### config.mk
export PLATFORM = sky130hd
export DESIGN_NAME = timer_irq
export DESIGN_NICKNAME = d
export VERILOG_FILES = /design/src/rtl/timer_irq_pkg.sv /design/src/rtl/timer_irq.sv
export SDC_FILE = /design/constraint.sdc
export NUM_CORES = 1
export LEC_CHECK = 0
export BUFFER_PORTS_ARGS = -buffer_cell sky130_fd_sc_hd__buf_4
export CAP_MARGIN = 20
export CORE_ASPECT_RATIO = 2
export CORE_UTILIZATION = 50
export DETAILED_ROUTE_END_ITERATION = 10
export PLACE_DENSITY = 0.8
export SLEW_MARGIN = 5
export SYNTH_ARGS = -nofsm -noshare
export SYNTH_HDL_FRONTEND = slang
export SYNTH_SLANG_ARGS = --single-unit
### constraint.sdc
create_clock -name Clk -period 2.95 [get_ports Clk]
set_clock_uncertainty 0.2 [all_clocks]
set_input_delay 0.59 -clock Clk [delete_from_list [all_inputs] [get_ports Clk]]
set_output_delay 0.59 -clock Clk [all_outputs]
set_load 0.03 [all_outputs]
### src/rtl/timer_irq_pkg.sv
`default_nettype none
// +----------------------------------------------------------------------+
// | timer_irq_pkg                                                        |
// | Register map, CTRL field positions, mode codes and FSM encoding.     |
// | Rev 1.0                                                              |
// +----------------------------------------------------------------------+
package timer_irq_pkg;

  localparam logic [1:0] ADDR_CTRL   = 2'd0;
  localparam logic [1:0] ADDR_PRESET = 2'd1;
  localparam logic [1:0] ADDR_COUNT  = 2'd2;

  localparam int CTRL_W        = 4;
  localparam int CTRL_EN       = 0;
  localparam int CTRL_MODE_LSB = 1;
  localparam int CTRL_MODE_MSB = 2;
  localparam int CTRL_IM       = 3;

  localparam logic [1:0] MODE_ONESHOT = 2'b00;
  localparam logic [1:0] MODE_RELOAD  = 2'b01;

  localparam logic [1:0] ST_IDLE = 2'd0;
  localparam logic [1:0] ST_LOAD = 2'd1;
  localparam logic [1:0] ST_CNT  = 2'd2;
  localparam logic [1:0] ST_INT  = 2'd3;

  // Only the reload code auto-reloads; every other mode value is one-shot.
  function automatic logic is_reload(input logic [CTRL_W-1:0] ctrl);
    return ctrl[CTRL_MODE_MSB:CTRL_MODE_LSB] == MODE_RELOAD;
  endfunction

endpackage
`default_nettype wire

### src/rtl/timer_irq.sv
`default_nettype none
// +----------------------------------------------------------------------+
// | timer_irq                                                            |
// | Memory-mapped down-counter timer with one-shot / auto-reload IRQ.    |
// | Rev 1.0                                                              |
// +----------------------------------------------------------------------+
module timer_irq
  import timer_irq_pkg::*;
#(
  parameter int              CNT_W      = 32,
  parameter logic [CNT_W-1:0] RST_PRESET = '0
) (
  input  logic        Clk,
  input  logic        Rst_n,
  input  logic [1:0]  Addr,
  input  logic        We,
  input  logic [31:0] Din,
  output logic [31:0] Dout,
  output logic        IRQ
);

  localparam logic [CNT_W-1:0] c_one = CNT_W'(1);

  logic [1:0]        r_state;
  logic [CTRL_W-1:0] r_ctrl;
  logic [CNT_W-1:0]  r_preset;
  logic [CNT_W-1:0]  r_count;
  logic              r_irq_flag;

  logic w_wr_ctrl;
  logic w_wr_preset;
  logic w_ack;
  logic w_expire;
  logic w_hw_clr_en;
  logic w_reload_clr;
  logic w_unused;

  assign w_wr_ctrl   = We && (Addr == ADDR_CTRL);
  assign w_wr_preset = We && (Addr == ADDR_PRESET);
  assign w_ack       = w_wr_ctrl || w_wr_preset;

  assign w_expire     = (r_state == ST_CNT) && r_ctrl[CTRL_EN] && !(r_count > c_one);
  assign w_hw_clr_en  = (r_state == ST_INT) && !is_reload(r_ctrl);
  assign w_reload_clr = (r_state == ST_INT) &&  is_reload(r_ctrl);

  assign w_unused = ^Din;

  always_ff @(posedge Clk or negedge Rst_n) begin
    if (!Rst_n) begin
      r_state <= ST_IDLE;
    end else begin
      case (r_state)
        ST_IDLE: if (r_ctrl[CTRL_EN]) r_state <= ST_LOAD;
        ST_LOAD: r_state <= ST_CNT;
        ST_CNT: begin
          if (!r_ctrl[CTRL_EN]) r_state <= ST_IDLE;
          else if (w_expire)    r_state <= ST_INT;
        end
        ST_INT:  r_state <= is_reload(r_ctrl) ? ST_LOAD : ST_IDLE;
        default: r_state <= ST_IDLE;
      endcase
    end
  end

  always_ff @(posedge Clk or negedge Rst_n) begin
    if (!Rst_n) begin
      r_count <= '0;
    end else if (r_state == ST_LOAD) begin
      r_count <= r_preset;
    end else if (r_state == ST_CNT && r_ctrl[CTRL_EN]) begin
      // Clamp at zero so a PRESET of 0 or 1 never wraps the counter.
      r_count <= w_expire ? '0 : r_count - c_one;
    end
  end

  // A software write in the same cycle as the hardware En clear takes priority.
  always_ff @(posedge Clk or negedge Rst_n) begin
    if (!Rst_n) begin
      r_ctrl <= '0;
    end else if (w_wr_ctrl) begin
      r_ctrl <= Din[CTRL_W-1:0];
    end else if (w_hw_clr_en) begin
      r_ctrl[CTRL_EN] <= 1'b0;
    end
  end

  always_ff @(posedge Clk or negedge Rst_n) begin
    if (!Rst_n) begin
      r_preset <= RST_PRESET;
    end else if (w_wr_preset) begin
      r_preset <= Din[CNT_W-1:0];
    end
  end

  // Acknowledge beats a simultaneous expiry.
  always_ff @(posedge Clk or negedge Rst_n) begin
    if (!Rst_n) begin
      r_irq_flag <= 1'b0;
    end else if (w_ack || w_reload_clr) begin
      r_irq_flag <= 1'b0;
    end else if (w_expire) begin
      r_irq_flag <= 1'b1;
    end
  end

  assign IRQ = r_irq_flag & r_ctrl[CTRL_IM];

  always_comb begin
    Dout = '0;
    case (Addr)
      ADDR_CTRL:   Dout = {{(32-CTRL_W){1'b0}}, r_ctrl};
      ADDR_PRESET: Dout = 32'(r_preset);
      ADDR_COUNT:  Dout = 32'(r_count);
      default:     Dout = '0;
    endcase
  end

endmodule
`default_nettype wire

Word-level counts from Yosys, hierarchy flattened. Cells that the tools add are included.

Register bits after elaboration: 71. Word-level logic and storage cells: 46.

$add $sub $neg: 1. Order comparisons: 1. Equality and inequality tests: 8. Multiplexer cells: 13. Bitwise operators: 1. Reduce and logical (&&, ||, !) cells: 16.

Operators with widths (count): 2-to-1 mux 32 bit (3); one-hot mux 32 bit (3 select lines) (1); greater-than comparator 32 x 1 -> 1 bit, second input constant (1); subtractor 32 x 1 -> 32 bit, second input constant (1); one-hot mux 2 bit (4 select lines) (1); equality test 2 x 1 -> 1 bit, second input constant (3); equality test 2 bit, second input constant (3); logical AND 1 bit (6); 2-to-1 mux 2 bit (3); nonzero test 2 bit (3); 2-to-1 mux 1 bit (5); logical NOT 2 bit (2); != test 3 bit, second input constant (1); logical NOT 1 bit (2); logical OR 1 bit (2); != test 2 bit, second input constant (1); AND reduction 2 bit (1); AND 1 bit (1).

Logic depth before layout (Yosys ltp). Gate-level depths: netlist (run 1).

Depth in word-level cells: 6. Depth in mapped cells: 8.

Worst setup path before layout (run 1). OpenSTA, ideal clock, no wires.

Path type: input-to-output. Start point: input port Addr[1]. End point: output port Dout[13]. Data arrival time: 1932 ps. Data required time: 2160 ps. Path slack: 228 ps. Cell stages on the path: 5. Buffers on the path: 3. Path through: clkbuf_1 nor2b_1 clkbuf_1 buf_1 a22o_1.

Word-level cells in the longest chain between the ends: 2. Elaborated cells between the ends (all ways): 4.

Ends and longest elaborated chain: start: declaration (line timer_irq.sv:15) `input logic [1:0] Addr,`; equality test 2 bit (tied with other cells) (line timer_irq.sv:110) `case (Addr)`; one-hot mux 32 bit (3 select lines) (*) (line timer_irq.sv:110); end: declaration (line timer_irq.sv:18) `output logic [31:0] Dout,`.

Every way passes the cells marked *; elsewhere a longest branch is shown, timed or not.

Worst setup path after layout (run 1).
Start point: input port Addr[0]. End point: output port Dout[17].

Same word-level chain as after synthesis.

==> results of run 1 <==
-- per-layer routing --
| layer | vias to the layer above | routed length, microns | part of all wire (%) |
|---|---|---|---|
| met5 | - | 0 | 0 |
| met4 | 0 | 381 | 3.8 |
| met3 | 30 | 449 | 4.4 |
| met2 | 117 | 5670 | 56 |
| met1 | 1659 | 3630 | 36 |
| li1 | 1544 | - | - |
-- per-stage QoR --
stage	setup slack, ns	instance area (sq um)	cells	utilization, %	hold slack (ns)
CTS	0.203	4880	544	63.7	0.219
finish	0.189	4880	544	63.7	0.191
global placement	0.250	4620	529	60.3	0.281
floorplan	0.228	4020	380	-	0.0944
global route	0.101	4880	544	63.7	0.260
detailed placement	0.200	4620	529	60.3	0.293
-- area by class of cell --
class / instances / area, sq um / area share [%]
multi-input combinational: 280 / 2110 / 43.3
sequential: 71 / 1780 / 36.4
timing repair buffer: 80 / 601 / 12.3
clock buffer: 14 / 254 / 5.21
tap: 94 / 118 / 2.41
inverter: 4 / 15.0 / 0.308
clock inverter: 1 / 5.00 / 0.103
-- logic make-up after synthesis --
kind of cell / Yosys count / share of synthesized area [%]
mux: 39 / 10.8
compound gates: 87 / 17.2
simple gates: 131 / 19.2
fa+ha+maj: 2 / 0.623
xor+xnor: 21 / 4.58
flops: 71 / 44.3
buf+inv: 29 / 3.37
-- flip-flops by register name, indices dropped and copies added, names as in the netlist --
signal,cells
r_irq_flag,1
r_state,2
r_preset,32
r_ctrl,4
r_count,32
-- where the power goes --
group          leakage (nW)  switching (mW)  internal (mW)
Sequential            0.856           0.427           1.29
Clock                 0.127           0.370          0.586
Combinational          1.12           0.891          0.716
Total                  2.10            1.69           2.59
-- synth_stat cells (all sizes together) (4+ instances only) --
cell    instances
or3             7
a21oi           7
nor2           27
xnor2          15
o21ai          19
nand3           7
dfrtp          71
a211oi          7
or4             7
xor2            6
nand4           5
buf             8
clkbuf         17
nor2b           4
a22o           28
o31ai          10
nor3           14
mux2i           4
nand2          34
mux2           35
inv             4
nor4           10
-- worst paths after layout --
check / from / to / slack [ns]
max: Addr[0] / Dout[17] / 0.19
min: Rst_n / r_preset[1]$_DFFE_PN0P_ / 0.19
max reg2reg: r_count[8]$_DFFE_PN0P_ / r_count[31]$_DFFE_PN0P_ / 0.28
min reg2reg: r_preset[6]$_DFFE_PN0P_ / r_count[6]$_DFFE_PN0P_ / 0.31
max in group asynchronous: Rst_n / r_preset[13]$_DFFE_PN0P_ / 1.77
min in group Clk: Din[0] / r_ctrl[0]$_DFFE_PN0P_ / 0.28
==> results.json, run 1 <==
{
  "coreArea_sq_mm": 0.00766,
  "arrival_ns": 1.97,
  "grt_pass1_wl_microns": 16200,
  "met2_usage_pct": 46.0,
  "place_congestion": 0.919,
  "start_kind": "input pin",
  "wire_per_inst_microns": 18.6,
  "cts.htree.levels": 3,
  "synth_area_leaders": "dfrtp_1, mux2_2, a22o_1",
  "root_buffer": "clkbuf_16",
  "antenna_found_initial": 0,
  "vdd_drop_max_v": 0.000569,
  "cp_num_buf_inv": 3,
  "final_common_cell": "buf_4",
  "syn_to_final_growth_pct": 21.5,
  "cts.sinks": 71,
  "use_met1_pct": 26.7,
  "vias": 3350,
  "grt_remaining_overflow": 0,
  "drc": 0,
  "rsz0062_at_grt": "false",
  "grt_pass1_vias": 3409,
  "die-height_microns": 129,
  "p_per_area_mw_per_mm2": 877,
  "numCtsBuffers": 9,
  "max_freq_mhz": 362,
  "die_area_sq_mm": 0.00841,
  "dp_hpwl_microns": 7290,
  "rows": 45,
  "grt_usage_pct": 25.9,
  "setup_violations": 0,
  "holdBufCountCts": 0,
  "synth_ff_type": "dfrtp_1",
  "crit_fanout": 15,
  "layout_common_cells": "buf_4, dfrtp_1, mux2_2, nand2_1, a22o_1",
  "holdCritPathClass": "input pin to asynchronous set/reset pin",
  "start_util_pct": 52.4,
  "fillers": 671,
  "synth_fp_nets": 419,
  "ys_types": 61,
  "grt_busiest_layer": "met2",
  "cts_resized": 0,
  "cts_tree": "done",
  "critPathKind": "input pin to output port",
  "yosysTopAreaCellShare_pct": 44.3,
  "synth_area_sq_mm": 0.00402,
  "hold_viol_final": 0,
  "cp_cell_sequence": "buf_4 -> nor2b_2 -> buf_4 -> a22o_1 -> buf_4",
  "wirelength_microns": 10100,
  "clock_path_buffers": 2,
  "cpMaxStageDelayCell": "nor2b_2",
  "fin_crit_ns": 2.76,
  "crit_top_cell": "buf_4",
  "fin_total_pwr_mw": 4.28,
  "post_cts_buffers": 0,
  "path_delay_family": "buffers and inverters",
  "grt_max_degree": 72,
  "ys_seq_area_share_pct": 44.3,
  "final_nets": 485,
  "async_flop_share_pct": 100,
  "first_pass_iters": 4,
  "power_leakage_nw": 2.10,
  "synth_seq_cells": 71,
  "cp-end-kind": "output port",
  "max_stage_delay_ns": 0.58,
  "crit_required_ns": 2.16,
  "synth-edff-count": 0,
  "diodes": 0,
  "port_buffers": 69,
  "fp.dieW_microns": 65.4,
  "antenna_left": 0,
  "finalCritPeriodShare_pct": 93.6,
  "status": "completed",
  "syn_avg_cell_area_sq_um": 10.6,
  "drv_slew": 0,
  "drv_cap": 0,
  "yosysTopAreaCell": "dfrtp_1",
  "yosysWarnings": 0,
  "routed_via_density": 6.16,
  "grtUsageMet3_pct": 6.12,
  "worst_pin_slew_ns": 0.909,
  "num_io_pins": 70,
  "path_clk_slew_ns": 0.05,
  "drtIter0Drc": 217,
  "reg2reg_depth": 5,
  "finalSetupTns_ns": 0,
  "synth_cells": 380,
  "clock_latency_ns": 0.33,
  "final_layout_size_suffix_gt1_share_pct": 34.2,
  "maxSlewHeadroom_pct": 39.4,
  "crit_cells": 5
}
(Power assumes the default switching activity.)
==> run 2, diff against run 1 <==
--- a/config.mk
+++ b/config.mk
@@ -8,9 +8,10 @@
 export BUFFER_PORTS_ARGS = -buffer_cell sky130_fd_sc_hd__buf_4
 export CAP_MARGIN = 20
 export CORE_ASPECT_RATIO = 2
-export CORE_UTILIZATION = 50
+export CORE_UTILIZATION = 45
 export DETAILED_ROUTE_END_ITERATION = 10
-export PLACE_DENSITY = 0.8
+export PLACE_DENSITY = 0.74
+export RECOVER_POWER = 100
 export SLEW_MARGIN = 5
 export SYNTH_ARGS = -nofsm -noshare
 export SYNTH_HDL_FRONTEND = slang
==> run 2 against run 1 <==
Effect of this change:
- the flow now finishes with violations (max-capacitance violations, max-slew violations)
- register-to-register slack is essentially flat
- sequential power is essentially flat
- wire length grew 1.6%
- combinational power shrank 9.9%
- first-iteration DRC count shrank 6.9%
- cell count grew 1.7%
- via count shrank 3.3%
- critical path depth grew 1
- final area shrank 2.8%
- non-clock buffer count grew 2
==> results.json, run 2 (synthesized netlist as in run 1, its figures left out) <==
{
  "grt_usage_pct": 24.6,
  "drv_cap": 1,
  "antenna_found_initial": 0,
  "r2r_slack_ns": 0.28,
  "wire_per_inst_microns": 18.6,
  "p_sw_mw": 1.69,
  "hold_slack_ns": 0.278,
  "drtIter0Drc": 202,
  "setup_violations": 0,
  "die_area_sq_mm": 0.00933,
  "root_buffer": "clkbuf_16",
  "cts.htree.levels": 3,
  "coreArea_sq_mm": 0.00865,
  "vdd_drop_max_v": 0.000633,
  "diodes": 0,
  "finalWorstSetupSlack_ns": 0.200,
  "drc": 0,
  "p_clk_share_pct": 25.2,
  "port_buffers": 69,
  "cts_tree": "done",
  "fp.dieW_microns": 68.8,
  "grt_pass1_vias": 3381,
  "final_layout_size_suffix_gt1_share_pct": 25.4,
  "vias": 3239,
  "crit_required_ns": 2.16,
  "post_cts_buffers": 0,
  "max_freq_mhz": 364,
  "maxSlewHeadroom_pct": -18.4,
  "clock_path_buffers": 2,
  "rows": 48,
  "fillers": 826,
  "dpl-instance-area_sq_mm": 0.00465,
  "numCtsBuffers": 9,
  "cts.sinks": 71,
  "hold_viol_final": 0,
  "status": "complete, but fails checks",
  "start_kind": "input pin",
  "finalCritPeriodShare_pct": 93.2,
  "final_common_cell": "dfrtp_1",
  "cell_internal_pwr_mw": 2.58,
  "crit_fanout": 33,
  "rsz0062_at_grt": "false",
  "final_nets": 487,
  "worst_pin_slew_ns": 1.78,
  "path_clk_slew_ns": 0.05,
  "reg.largest.list": "r_count (32), r_preset (32), r_ctrl (4)",
  "final_cell_area_sq_mm": 0.00474,
  "holdBufCountCts": 0,
  "place_congestion": 0.858,
  "dp.cells": 537,
  "cp-end-kind": "output port",
  "first_pass_iters": 4,
  "arrival_ns": 1.96,
  "violations": "max-capacitance violations, max-slew violations",
  "cts_resized": 0,
  "finalNonFillerCells": 553,
  "fin_crit_ns": 2.75,
  "power_leakage_nw": 1.94,
  "holdCritPathClass": "input pin to flop",
  "num_io_pins": 70,
  "place_ws_ns": 0.417,
  "power_frac_seq_pct": 40.7,
  "wirelength_microns": 10300,
  "grt_max_degree": 72,
  "netSwitchingFraction_pct": 39.6,
  "antenna_left": 0,
  "layout_common_cells": "dfrtp_1, buf_4, mux2_2, clkbuf_1, nand2_1",
  "drv_slew": 72,
  "combPwrFrac_pct": 34.0,
  "grt_pass1_wl_microns": 16700,
  "grt_remaining_overflow": 0,
  "critPathKind": "input pin to output port",
  "finalSetupTns_ns": 0,
  "p_per_area_mw_per_mm2": 899,
  "die-height_microns": 136,
  "start_util_pct": 46.4,
  "dp_hpwl_microns": 7240,
  "routed_via_density": 5.86,
  "syn_to_final_growth_pct": 18.1,
  "clock_latency_ns": 0.34
}
-- run 2: worst paths after layout --
check / depth (start not counted) / startpoint / endpoint
min reg2reg: 2 / r_preset[7]$_DFFE_PN0P_ / r_count[7]$_DFFE_PN0P_
min: 3 / Din[0] / r_ctrl[0]$_DFFE_PN0P_
max: 6 / Addr[1] / Dout[17]
max in group asynchronous: 1 / Rst_n / r_preset[4]$_DFFE_PN0P_
max reg2reg: 5 / r_count[8]$_DFFE_PN0P_ / r_count[2]$_DFFE_PN0P_
min in group asynchronous: 1 / Rst_n / r_preset[30]$_DFFE_PN0P_
-- run 2: final cells by class --
cell class,instances,area [sq um],share of cell area [%]
clock buffers,10,239,5.04
repair buffers,82,484,10.2
multi-input cells,280,2040,43.1
clock inverters,6,60.1,1.27
well taps,100,125,2.64
inverters,4,15.0,0.317
flip-flops and latches,71,1780,37.5
-- run 2: power by group through the flow --
stage	Combinational, mW	Clock [mW]	Sequential [mW]
2_1_floorplan	1.22	0	1.57
3_3_place_gp	1.53	0	1.73
3_5_place_dp	1.57	0	1.74
4_1_cts	1.59	1.10	1.73
5_1_grt	1.59	1.14	1.79
6_report	1.45	1.08	1.74
-- run 2: routing by layer --
metal	vias up	track usage, %	routed length (microns)
met3	18	5.47	393
met4	0	10.1	216
met2	73	44.2	5900
li1	1546	-	-
met5	-	0	0
met1	1602	26.7	3780
-- run 2: per-stage QoR --
stage / total power [mW] / util, %
after global routing: 4.52 / 54.8
after global placement: 3.26 / 53.6
after CTS: 4.42 / 57.2
after detailed placement: 3.32 / 53.8
final: 4.27 / 54.8
after floorplan: 2.79 / -
-- run 2: critical path, cell delays in order --
cell	delay, ns
clkbuf_4	0.11
clkbuf_1	0.21
nor2b_2	0.15
buf_4	0.35
a22o_1	0.21
clkbuf_1	0.32
